===== config.mk =====
export PLATFORM = sky130hd
export DESIGN_NAME = pipe_control_unit
export DESIGN_NICKNAME = d
export VERILOG_FILES = /design/src/rtl/pipe_control_unit.sv
export SDC_FILE = /design/constraint.sdc
export NUM_CORES = 1
export LEC_CHECK = 0
export BUFFER_PORTS_ARGS = -buffer_cell sky130_fd_sc_hd__buf_2
export CORE_MARGIN = 2
export CORE_UTILIZATION = 45
export DETAILED_ROUTE_END_ITERATION = 10
export PLACE_DENSITY = 0.78
export SETUP_SLACK_MARGIN = 0.05
export SYNTH_ARGS = -nofsm -noshare
export SYNTH_HDL_FRONTEND = slang
export SYNTH_SLANG_ARGS = --single-unit
export TNS_END_PERCENT = 100

===== constraint.sdc =====
create_clock -name clk -period 2.37 [get_ports clk]
set_input_delay 0.237 -clock clk [delete_from_list [all_inputs] [get_ports clk]]
set_output_delay 0.237 -clock clk [all_outputs]
set_load 0.005 [all_outputs]

===== src/rtl/pipe_control_unit.sv =====
// pipe_control_unit: pipelined MIPS main-decoder / hazard controller.
// Decodes the ID opcode, carries the control bundle through ID/EX, EX/MEM and
// MEM/WB, detects load-use (and, without forwarding, RAW) hazards, resolves
// BEQ/BNE in EX and J in ID, and counts stall / flush cycles (saturating).
// Optional build macro: PIPE_CTRL_FORWARD_EN enables the forwarding unit;
// when undefined fwd_a/fwd_b are 00 and EX/MEM producers also stall ID.
module pipe_control_unit #(
  parameter int unsigned OP_W   = 6,
  parameter int unsigned REG_AW = 5,
  parameter int unsigned CNT_W  = 16
) (
  input  logic              clk,
  input  logic              rst_n,
  input  logic [OP_W-1:0]   id_opcode,
  input  logic [REG_AW-1:0] id_rs,
  input  logic [REG_AW-1:0] id_rt,
  input  logic [REG_AW-1:0] id_rd,
  input  logic              ex_zero,
  output logic              ex_reg_dst,
  output logic              ex_alu_src,
  output logic [1:0]        ex_alu_op,
  output logic              mem_read,
  output logic              mem_write,
  output logic              wb_reg_write,
  output logic              wb_mem_to_reg,
  output logic [REG_AW-1:0] wb_dst,
  output logic              pc_write,
  output logic              ifid_write,
  output logic              ifid_flush,
  output logic [1:0]        pc_sel,
  output logic [1:0]        fwd_a,
  output logic [1:0]        fwd_b,
  output logic [CNT_W-1:0]  stall_cnt,
  output logic [CNT_W-1:0]  flush_cnt
);

  localparam logic [OP_W-1:0] OP_R    = OP_W'(6'b000000);
  localparam logic [OP_W-1:0] OP_LW   = OP_W'(6'b100011);
  localparam logic [OP_W-1:0] OP_SW   = OP_W'(6'b101011);
  localparam logic [OP_W-1:0] OP_BEQ  = OP_W'(6'b000100);
  localparam logic [OP_W-1:0] OP_BNE  = OP_W'(6'b000101);
  localparam logic [OP_W-1:0] OP_J    = OP_W'(6'b000010);
  localparam logic [OP_W-1:0] OP_ADDI = OP_W'(6'b001000);
  localparam logic [OP_W-1:0] OP_ANDI = OP_W'(6'b001100);

  // decoded ID bundle
  logic       dec_reg_dst, dec_alu_src, dec_mem_read, dec_mem_write;
  logic       dec_reg_write, dec_mem_to_reg, dec_branch, dec_branch_not, dec_jump;
  logic [1:0] dec_alu_op;

  // ID/EX
  logic              ex_reg_dst_q, ex_reg_dst_d, ex_alu_src_q, ex_alu_src_d;
  logic [1:0]        ex_alu_op_q, ex_alu_op_d;
  logic              ex_mem_read_q, ex_mem_read_d, ex_mem_write_q, ex_mem_write_d;
  logic              ex_reg_write_q, ex_reg_write_d, ex_mem_to_reg_q, ex_mem_to_reg_d;
  logic              ex_branch_q, ex_branch_d, ex_branch_not_q, ex_branch_not_d;
  logic [REG_AW-1:0] ex_rs_q, ex_rs_d, ex_rt_q, ex_rt_d, ex_rd_q, ex_rd_d;
  // EX/MEM
  logic              mem_read_q, mem_read_d, mem_write_q, mem_write_d;
  logic              mem_reg_write_q, mem_reg_write_d, mem_mem_to_reg_q, mem_mem_to_reg_d;
  logic [REG_AW-1:0] mem_dst_q, mem_dst_d;
  // MEM/WB
  logic              wb_reg_write_q, wb_reg_write_d, wb_mem_to_reg_q, wb_mem_to_reg_d;
  logic [REG_AW-1:0] wb_dst_q, wb_dst_d;
  // counters
  logic [CNT_W-1:0]  stall_cnt_q, stall_cnt_d, flush_cnt_q, flush_cnt_d;

  logic [REG_AW-1:0] ex_dst;
  logic              hit_ex, stall_req, br_taken, stall, jump, bubble;

  // main decoder, same table as the single-cycle version
  always_comb begin
    dec_reg_dst    = 1'b0;
    dec_alu_src    = 1'b0;
    dec_alu_op     = 2'b00;
    dec_mem_read   = 1'b0;
    dec_mem_write  = 1'b0;
    dec_reg_write  = 1'b0;
    dec_mem_to_reg = 1'b0;
    dec_branch     = 1'b0;
    dec_branch_not = 1'b0;
    dec_jump       = 1'b0;
    case (id_opcode)
      OP_R:    begin dec_reg_dst = 1'b1; dec_reg_write = 1'b1; dec_alu_op = 2'b10; end
      OP_LW:   begin
                 dec_reg_write = 1'b1; dec_alu_src = 1'b1;
                 dec_mem_read = 1'b1; dec_mem_to_reg = 1'b1;
               end
      OP_SW:   begin dec_alu_src = 1'b1; dec_mem_write = 1'b1; end
      OP_BEQ:  dec_branch = 1'b1;
      OP_BNE:  dec_branch_not = 1'b1;
      OP_J:    dec_jump = 1'b1;
      OP_ADDI: begin dec_reg_write = 1'b1; dec_alu_src = 1'b1; dec_alu_op = 2'b00; end
      OP_ANDI: begin dec_reg_write = 1'b1; dec_alu_src = 1'b1; dec_alu_op = 2'b11; end
      default: ;
    endcase
  end

  // hazard detection, branch/jump resolution and pipeline enables
  always_comb begin
    ex_dst    = ex_reg_dst_q ? ex_rd_q : ex_rt_q;
    hit_ex    = (ex_dst != '0) && ((ex_dst == id_rs) || (ex_dst == id_rt));
    stall_req = ex_mem_read_q && hit_ex;
`ifndef PIPE_CTRL_FORWARD_EN
    // without forwarding any in-flight producer in EX or MEM blocks ID
    stall_req = stall_req || (ex_reg_write_q && hit_ex) ||
                (mem_reg_write_q && (mem_dst_q != '0) &&
                 ((mem_dst_q == id_rs) || (mem_dst_q == id_rt)));
`endif
    br_taken   = (ex_branch_q && ex_zero) || (ex_branch_not_q && !ex_zero);
    stall      = stall_req && !br_taken;
    jump       = dec_jump && !stall && !br_taken;
    bubble     = stall || br_taken;
    pc_write   = !stall;
    ifid_write = !stall;
    ifid_flush = br_taken || jump;
    pc_sel     = br_taken ? 2'b01 : (jump ? 2'b10 : 2'b00);
  end

`ifdef PIPE_CTRL_FORWARD_EN
  // forwarding unit: EX/MEM result wins over MEM/WB
  always_comb begin
    fwd_a = 2'b00;
    fwd_b = 2'b00;
    if (mem_reg_write_q && (mem_dst_q != '0) && (mem_dst_q == ex_rs_q)) fwd_a = 2'b10;
    else if (wb_reg_write_q && (wb_dst_q != '0) && (wb_dst_q == ex_rs_q)) fwd_a = 2'b01;
    if (mem_reg_write_q && (mem_dst_q != '0) && (mem_dst_q == ex_rt_q)) fwd_b = 2'b10;
    else if (wb_reg_write_q && (wb_dst_q != '0) && (wb_dst_q == ex_rt_q)) fwd_b = 2'b01;
  end
`else
  assign fwd_a = 2'b00;
  assign fwd_b = 2'b00;
`endif

  // next-state for pipeline registers and counters
  always_comb begin
    ex_reg_dst_d     = bubble ? 1'b0 : dec_reg_dst;
    ex_alu_src_d     = bubble ? 1'b0 : dec_alu_src;
    ex_alu_op_d      = bubble ? 2'b00 : dec_alu_op;
    ex_mem_read_d    = bubble ? 1'b0 : dec_mem_read;
    ex_mem_write_d   = bubble ? 1'b0 : dec_mem_write;
    ex_reg_write_d   = bubble ? 1'b0 : dec_reg_write;
    ex_mem_to_reg_d  = bubble ? 1'b0 : dec_mem_to_reg;
    ex_branch_d      = bubble ? 1'b0 : dec_branch;
    ex_branch_not_d  = bubble ? 1'b0 : dec_branch_not;
    ex_rs_d          = bubble ? '0 : id_rs;
    ex_rt_d          = bubble ? '0 : id_rt;
    ex_rd_d          = bubble ? '0 : id_rd;
    mem_read_d       = ex_mem_read_q;
    mem_write_d      = ex_mem_write_q;
    mem_reg_write_d  = ex_reg_write_q;
    mem_mem_to_reg_d = ex_mem_to_reg_q;
    mem_dst_d        = ex_dst;
    wb_reg_write_d   = mem_reg_write_q;
    wb_mem_to_reg_d  = mem_mem_to_reg_q;
    wb_dst_d         = mem_dst_q;
    stall_cnt_d      = (stall && (stall_cnt_q != '1)) ? stall_cnt_q + CNT_W'(1) : stall_cnt_q;
    flush_cnt_d      = (ifid_flush && (flush_cnt_q != '1)) ? flush_cnt_q + CNT_W'(1) : flush_cnt_q;
  end

  // state registers; reset empties every stage and clears the counters
  always_ff @(posedge clk or negedge rst_n) begin
    if (!rst_n) begin
      ex_reg_dst_q     <= 1'b0;  ex_alu_src_q    <= 1'b0;  ex_alu_op_q <= 2'b00;
      ex_mem_read_q    <= 1'b0;  ex_mem_write_q  <= 1'b0;
      ex_reg_write_q   <= 1'b0;  ex_mem_to_reg_q <= 1'b0;
      ex_branch_q      <= 1'b0;  ex_branch_not_q <= 1'b0;
      ex_rs_q          <= '0;    ex_rt_q         <= '0;    ex_rd_q     <= '0;
      mem_read_q       <= 1'b0;  mem_write_q     <= 1'b0;
      mem_reg_write_q  <= 1'b0;  mem_mem_to_reg_q <= 1'b0; mem_dst_q   <= '0;
      wb_reg_write_q   <= 1'b0;  wb_mem_to_reg_q <= 1'b0;  wb_dst_q    <= '0;
      stall_cnt_q      <= '0;    flush_cnt_q     <= '0;
    end else begin
      ex_reg_dst_q     <= ex_reg_dst_d;     ex_alu_src_q    <= ex_alu_src_d;
      ex_alu_op_q      <= ex_alu_op_d;
      ex_mem_read_q    <= ex_mem_read_d;    ex_mem_write_q  <= ex_mem_write_d;
      ex_reg_write_q   <= ex_reg_write_d;   ex_mem_to_reg_q <= ex_mem_to_reg_d;
      ex_branch_q      <= ex_branch_d;      ex_branch_not_q <= ex_branch_not_d;
      ex_rs_q          <= ex_rs_d;          ex_rt_q         <= ex_rt_d;
      ex_rd_q          <= ex_rd_d;
      mem_read_q       <= mem_read_d;       mem_write_q     <= mem_write_d;
      mem_reg_write_q  <= mem_reg_write_d;  mem_mem_to_reg_q <= mem_mem_to_reg_d;
      mem_dst_q        <= mem_dst_d;
      wb_reg_write_q   <= wb_reg_write_d;   wb_mem_to_reg_q <= wb_mem_to_reg_d;
      wb_dst_q         <= wb_dst_d;
      stall_cnt_q      <= stall_cnt_d;      flush_cnt_q     <= flush_cnt_d;
    end
  end

  assign ex_reg_dst    = ex_reg_dst_q;
  assign ex_alu_src    = ex_alu_src_q;
  assign ex_alu_op     = ex_alu_op_q;
  assign mem_read      = mem_read_q;
  assign mem_write     = mem_write_q;
  assign wb_reg_write  = wb_reg_write_q;
  assign wb_mem_to_reg = wb_mem_to_reg_q;
  assign wb_dst        = wb_dst_q;
  assign stall_cnt     = stall_cnt_q;
  assign flush_cnt     = flush_cnt_q;

endmodule


## Yosys cells after proc, flatten, opt, wreduce, memory -nomap -nowiden

Cells that the tools add are included.

- Register bits: 66
- Input port bits: 24
- Output and inout bits: 54
- Word-level logic and storage cells: 83

- Add/sub/neg operators: 2
- Equality and inequality tests: 13
- Mux-type cells: 22
- Reductions and logical operators: 27

Operators by type and width:

| cell | count |
|---|---|
| 16-bit by 1-bit adder with 16-bit output, second input constant | 2 |
| 16-bit != test, second input constant | 2 |
| 5-bit equality test | 4 |
| 1-bit two-way mux | 15 |
| 5-bit two-way mux | 3 |
| 6-bit by 3-bit equality test with 1-bit output, second input constant | 2 |
| 6-bit by 4-bit equality test with 1-bit output, second input constant | 2 |
| 6-bit equality test, second input constant | 2 |
| 1-bit logical AND | 12 |
| 5-bit nonzero test | 2 |
| 4-bit OR reduction | 2 |
| 1-bit logical OR | 7 |
| 6-bit by 2-bit equality test with 1-bit output, second input constant | 1 |
| 6-bit zero test | 1 |
| 2-bit two-way mux | 3 |
| 2-bit case mux with 2 select lines | 1 |
| 1-bit zero test | 3 |

## Depth between registers and ports, before layout

- Depth in word-level cells: 13
- Mapped depth: 10
- Depth with buffers taken out: 9

## Worst setup path before layout

OpenSTA, ideal clock, no wires.

- Kind: register to register
- Start point: reg flush_cnt_q[7] (netlist: flush_cnt[7])
- End point: reg flush_cnt_q[8] (netlist: flush_cnt[8])
- Library setup time: 0.125 ns
- Arrival time: 2.107 ns
- Required time: 2.245 ns
- Setup slack: 0.138 ns
- Cell stages (with the launch flop): 10
- Buffers on the path: 1
- Period minus slack after synthesis: 2.232 ns
- Cell sequence: dfrtp_1 > and4_1 > and3_1 > and3_1 > and3_4 > or3_4 > o22ai_4 > buf_6 > nand3_1 > xnor2_1

- Word-level cells in the longest chain between the ends: 2
- Elaborated cells on any way between the ends: 3
- Those cells by class: add/sub (1); eq/ne (1); reduce/logical (1)

RTL lines:

| item | RTL line | text |
|---|---|---|
| from (decl) | 66 | `logic [CNT_W-1:0] stall_cnt_q, stall_cnt_d, flush_cnt_q, flush_cnt_d;` |
| from (signal assigned) | 186 | `stall_cnt_q <= stall_cnt_d; flush_cnt_q <= flush_cnt_d;` |
| parallel branches: the longest is 2 deep, another holds 16-bit by 1-bit adder with 16-bit output | - |  |

Parallel ways; which one is timed is not known.
A chain may end at the register's enable or synchronous reset.

## Final worst setup path

- Start point: reg mem_dst_q[4]
- End point: out pc_sel[1]

- Word-level cells in the longest chain between the ends: 10
- Elaborated cells on any way between the ends: 13
- Those cells by class: eq/ne (2); mux (2); reduce/logical (9)

RTL lines:

| item | RTL line | text |
|---|---|---|
| from (decl) | 61 | `logic [REG_AW-1:0] mem_dst_q, mem_dst_d;` |
| from (signal assigned) | 183 | `mem_dst_q <= mem_dst_d;` |
| 5-bit equality test / 5-bit nonzero test (equally long branches) | 108, 107 |  |
| 1-bit logical OR / 1-bit logical AND (equally long branches) | 108, 107 |  |
| 1-bit logical AND * | 107 | `(mem_reg_write_q && (mem_dst_q != '0) &&` |
| 1-bit logical OR * | 106 | `stall_req = stall_req \|\| (ex_reg_write_q && hit_ex) \|\|` |
| 1-bit logical AND * | 111 | `stall = stall_req && !br_taken;` |
| 1-bit zero test * | 112 | `jump = dec_jump && !stall && !br_taken;` |
| 1-bit logical AND * (2 in a row) | 112 |  |
| 2-bit two-way mux * (2 in a row) | 117 | `pc_sel = br_taken ? 2'b01 : (jump ? 2'b10 : 2'b00);` |
| to (decl) | 30 | `output logic [1:0] pc_sel,` |

Every way passes the cells marked *; elsewhere a longest branch is shown, timed or not.

==> metrics.txt <==
beginning of the worst hold path id_rd[3]; Final setup viols 4; clk sink count 66; worst slew margin relative to its limit 55.8%; CP endpoint kind primary output; post-route cell area 4110 sq um; root buffer cell clkbuf_8; row cnt 29; die span in x 86.1 microns; failing checks negative setup slack; ys flop type dfrtp_1; first-pass GRT wire length 11.1 mm; Final WS setup -0.0878 ns; Crit Path Max Fanout 5; total grt overflow 0; Num CTS Buffers 9; antenna viol nets, final 0; largest net degree at the start of global routing 39; Max-Cap Viols 0; top-count cell post-synth dfrtp_1; yosys warns 0; Wirelength per Cell 15.0 microns; vias in the first global route 2335; Worst R2R Start ex_reg_dst$_DFF_PN0_; kind of start point of the critical path register; EDFF count, synth 0; WS Path Type reg2out; dpl cells 423; Cell Area, Synth 3030 sq um; clock skew 0.00783 ns; Vias 2303; Yosys top cell area share 54.5%; Placed Area 3580 sq um; Cells after Synth 263; DR iter-0 viols 106; PwrDens 641 nW/um^2; CP arrival 2.22 ns; H-tree depth 3; Mean Syn Cell Area 11.5 sq um; CP max stage cell or4_1; Synth area leaders dfrtp_1 54%, xnor2_1 8.4%, xor2_1 5.5%; initial core utilization 47.2%; CTS Buffer Depth 2; max-slew violations 0; Seq/Total Area, Yosys 54.5%; Core Area 6420 sq um; Slew @ Worst Pin 0.663 ns; CTS tree done; Finished Layout Cells 457; Worst Hold Class in2reg; drt via density 5.04; final-report hold violation count 0; maximum VDD drop 558 uV; Tot GR Track Use 19.0%; critical path cell sequence or4_1 -> o21ai_1 -> a21oi_2 -> buf_6 -> or3_4 -> nor2_1 -> buf_2; Die ar. 7410 sq um; Yosys reg bits 66; Final #Nets 401; period utilisation layout 104%; Clock transition at path regs 0.07 ns; unique cell type count in the Yosys netlist 41; Worst Path Required 2.13 ns; share of layout cells above drive strength 1 41.3%; RSZ-0062 raised after global routing true; Die Height 86.1 microns; Tmin final 2.46 ns; Remaining DRCs 0; initial antenna violation count 0; I/O pin total 78; final WL 6.84 mm; Max stage delay on crit path 0.54 ns; run status finished with violations; Worst Setup SP mem_dst_q[4]$_DFF_PN0_; detailed placement HPWL 4.77 mm; Antenna Cells 0; synth cell count leaders 66 x dfrtp_1, 29 x xnor2_1, 19 x xor2_1; area leader, netlist dfrtp_1; Area Overhead vs Synth 35.4%; ys async rst share 100%; DR pass1 iterations 4; Leak 0.00203 uW; clk_lat worst skew 0.32 ns; I/O Buffers 73; fmax 407 MHz; GP Congestion 0.884
## final timing paths
path | slack, ns | to | cells after the start
min in group asynchronous | 0.48 | ex_alu_op[0]$_DFF_PN0_ | 2
worst min-delay path | 0.13 | ex_rd_q[3]$_DFF_PN0_ | 2
worst min register to register | 0.35 | mem_write$_DFF_PN0_ | 0
worst max-delay path | -0.09 | pc_sel[1] | 7
max in group asynchronous | 1.26 | stall_cnt[2]$_DFFE_PN0P_ | 3
worst max register to register | 0.01 | stall_cnt[7]$_DFFE_PN0P_ | 12
## per-stage QoR
stage | hold WS, ns | total power [uW] | setup slack, ns | utilization [%] | TNS, ns
2_1_floorplan | -0.0586 | 1430 | 0.138 | - | 0
3_3_place_gp | 0.304 | 1580 | 0.0584 | 55.8 | 0
3_5_place_dp | 0.310 | 1600 | -0.0102 | 55.8 | -0.0195
4_1_cts | 0.114 | 2620 | -0.0628 | 61.0 | -0.111
5_1_grt | 0.131 | 2760 | -0.182 | 64.0 | -1.11
6_report | 0.128 | 2630 | -0.0878 | 64.0 | -0.112
## cell type report
| class | instances | area [sq um] |
|---|---|---|
| Clock buffer | 15 | 186 |
| Fill cell | 517 | 2310 |
| Timing Repair Buffer | 109 | 704 |
| Multi-Input combinational cell | 179 | 1400 |
| Inverter | 10 | 37.5 |
| Clock inverter | 1 | 30.0 |
| Sequential cell | 66 | 1650 |
| Tap cell | 77 | 96.3 |
## cells by family after synthesis
logic type / share of synthesized area (%)
other cells: 0.124
mux: 4.21
compound gates: 3.14
simple gates: 19.2
xor+xnor: 13.9
fa+ha+maj: 0.825
flops: 54.5
buf+inv: 4.21
## cell usage in the layout, fill, tap and decap left out, types with 3 or more instances in the layout
cell type and instances:
clkbuf_8 13, nand3_1 17, conb_1 4, nor2_1 12
buf_12 3, buf_2 73, dfrtp_1 66, and2_1 10
nor3_2 7, buf_4 28, xnor2_1 27, nand2_1 13
nand4_1 8, nor3_1 9, xor2_1 19, mux2i_4 4
inv_1 10, a21oi_1 4, and3_1 6, buf_6 3
## layer usage
metal	track usage (%)	wire, microns
met5	0	0
met4	6.78	49
met1	24.8	3000
met2	31.4	3470
met3	4.04	316
## report_power, final
part / total (uW) / leakage, uW / switching [uW] / internal [uW]
sequential: 1270 / 0.000856 / 68.2 / 1200
combinational: 359 / 0.00106 / 168 / 192
clock: 1000 / 0.000110 / 401 / 603
total: 2630 / 0.00203 / 637 / 2000
## critical path: cells and delay by family, from the launching register on
kind | cells | cell delay [ns]
DFF | 1 | 0.38
buffers and inverters | 2 | 0.27
and+or+nand+nor | 3 | 1.02
AOI/OAI and AO/OA | 2 | 0.23
## what timing repair did
action	4_1_cts	5_1_grt
setup endpoints to repair	12	28
hold endpoints to repair	28	0
buffers inserted	7	8
cloned	0	2
pin swaps	10	15
resized for setup	8	21
hold buffers	1	0
Power figures use the tool's default switching activity.
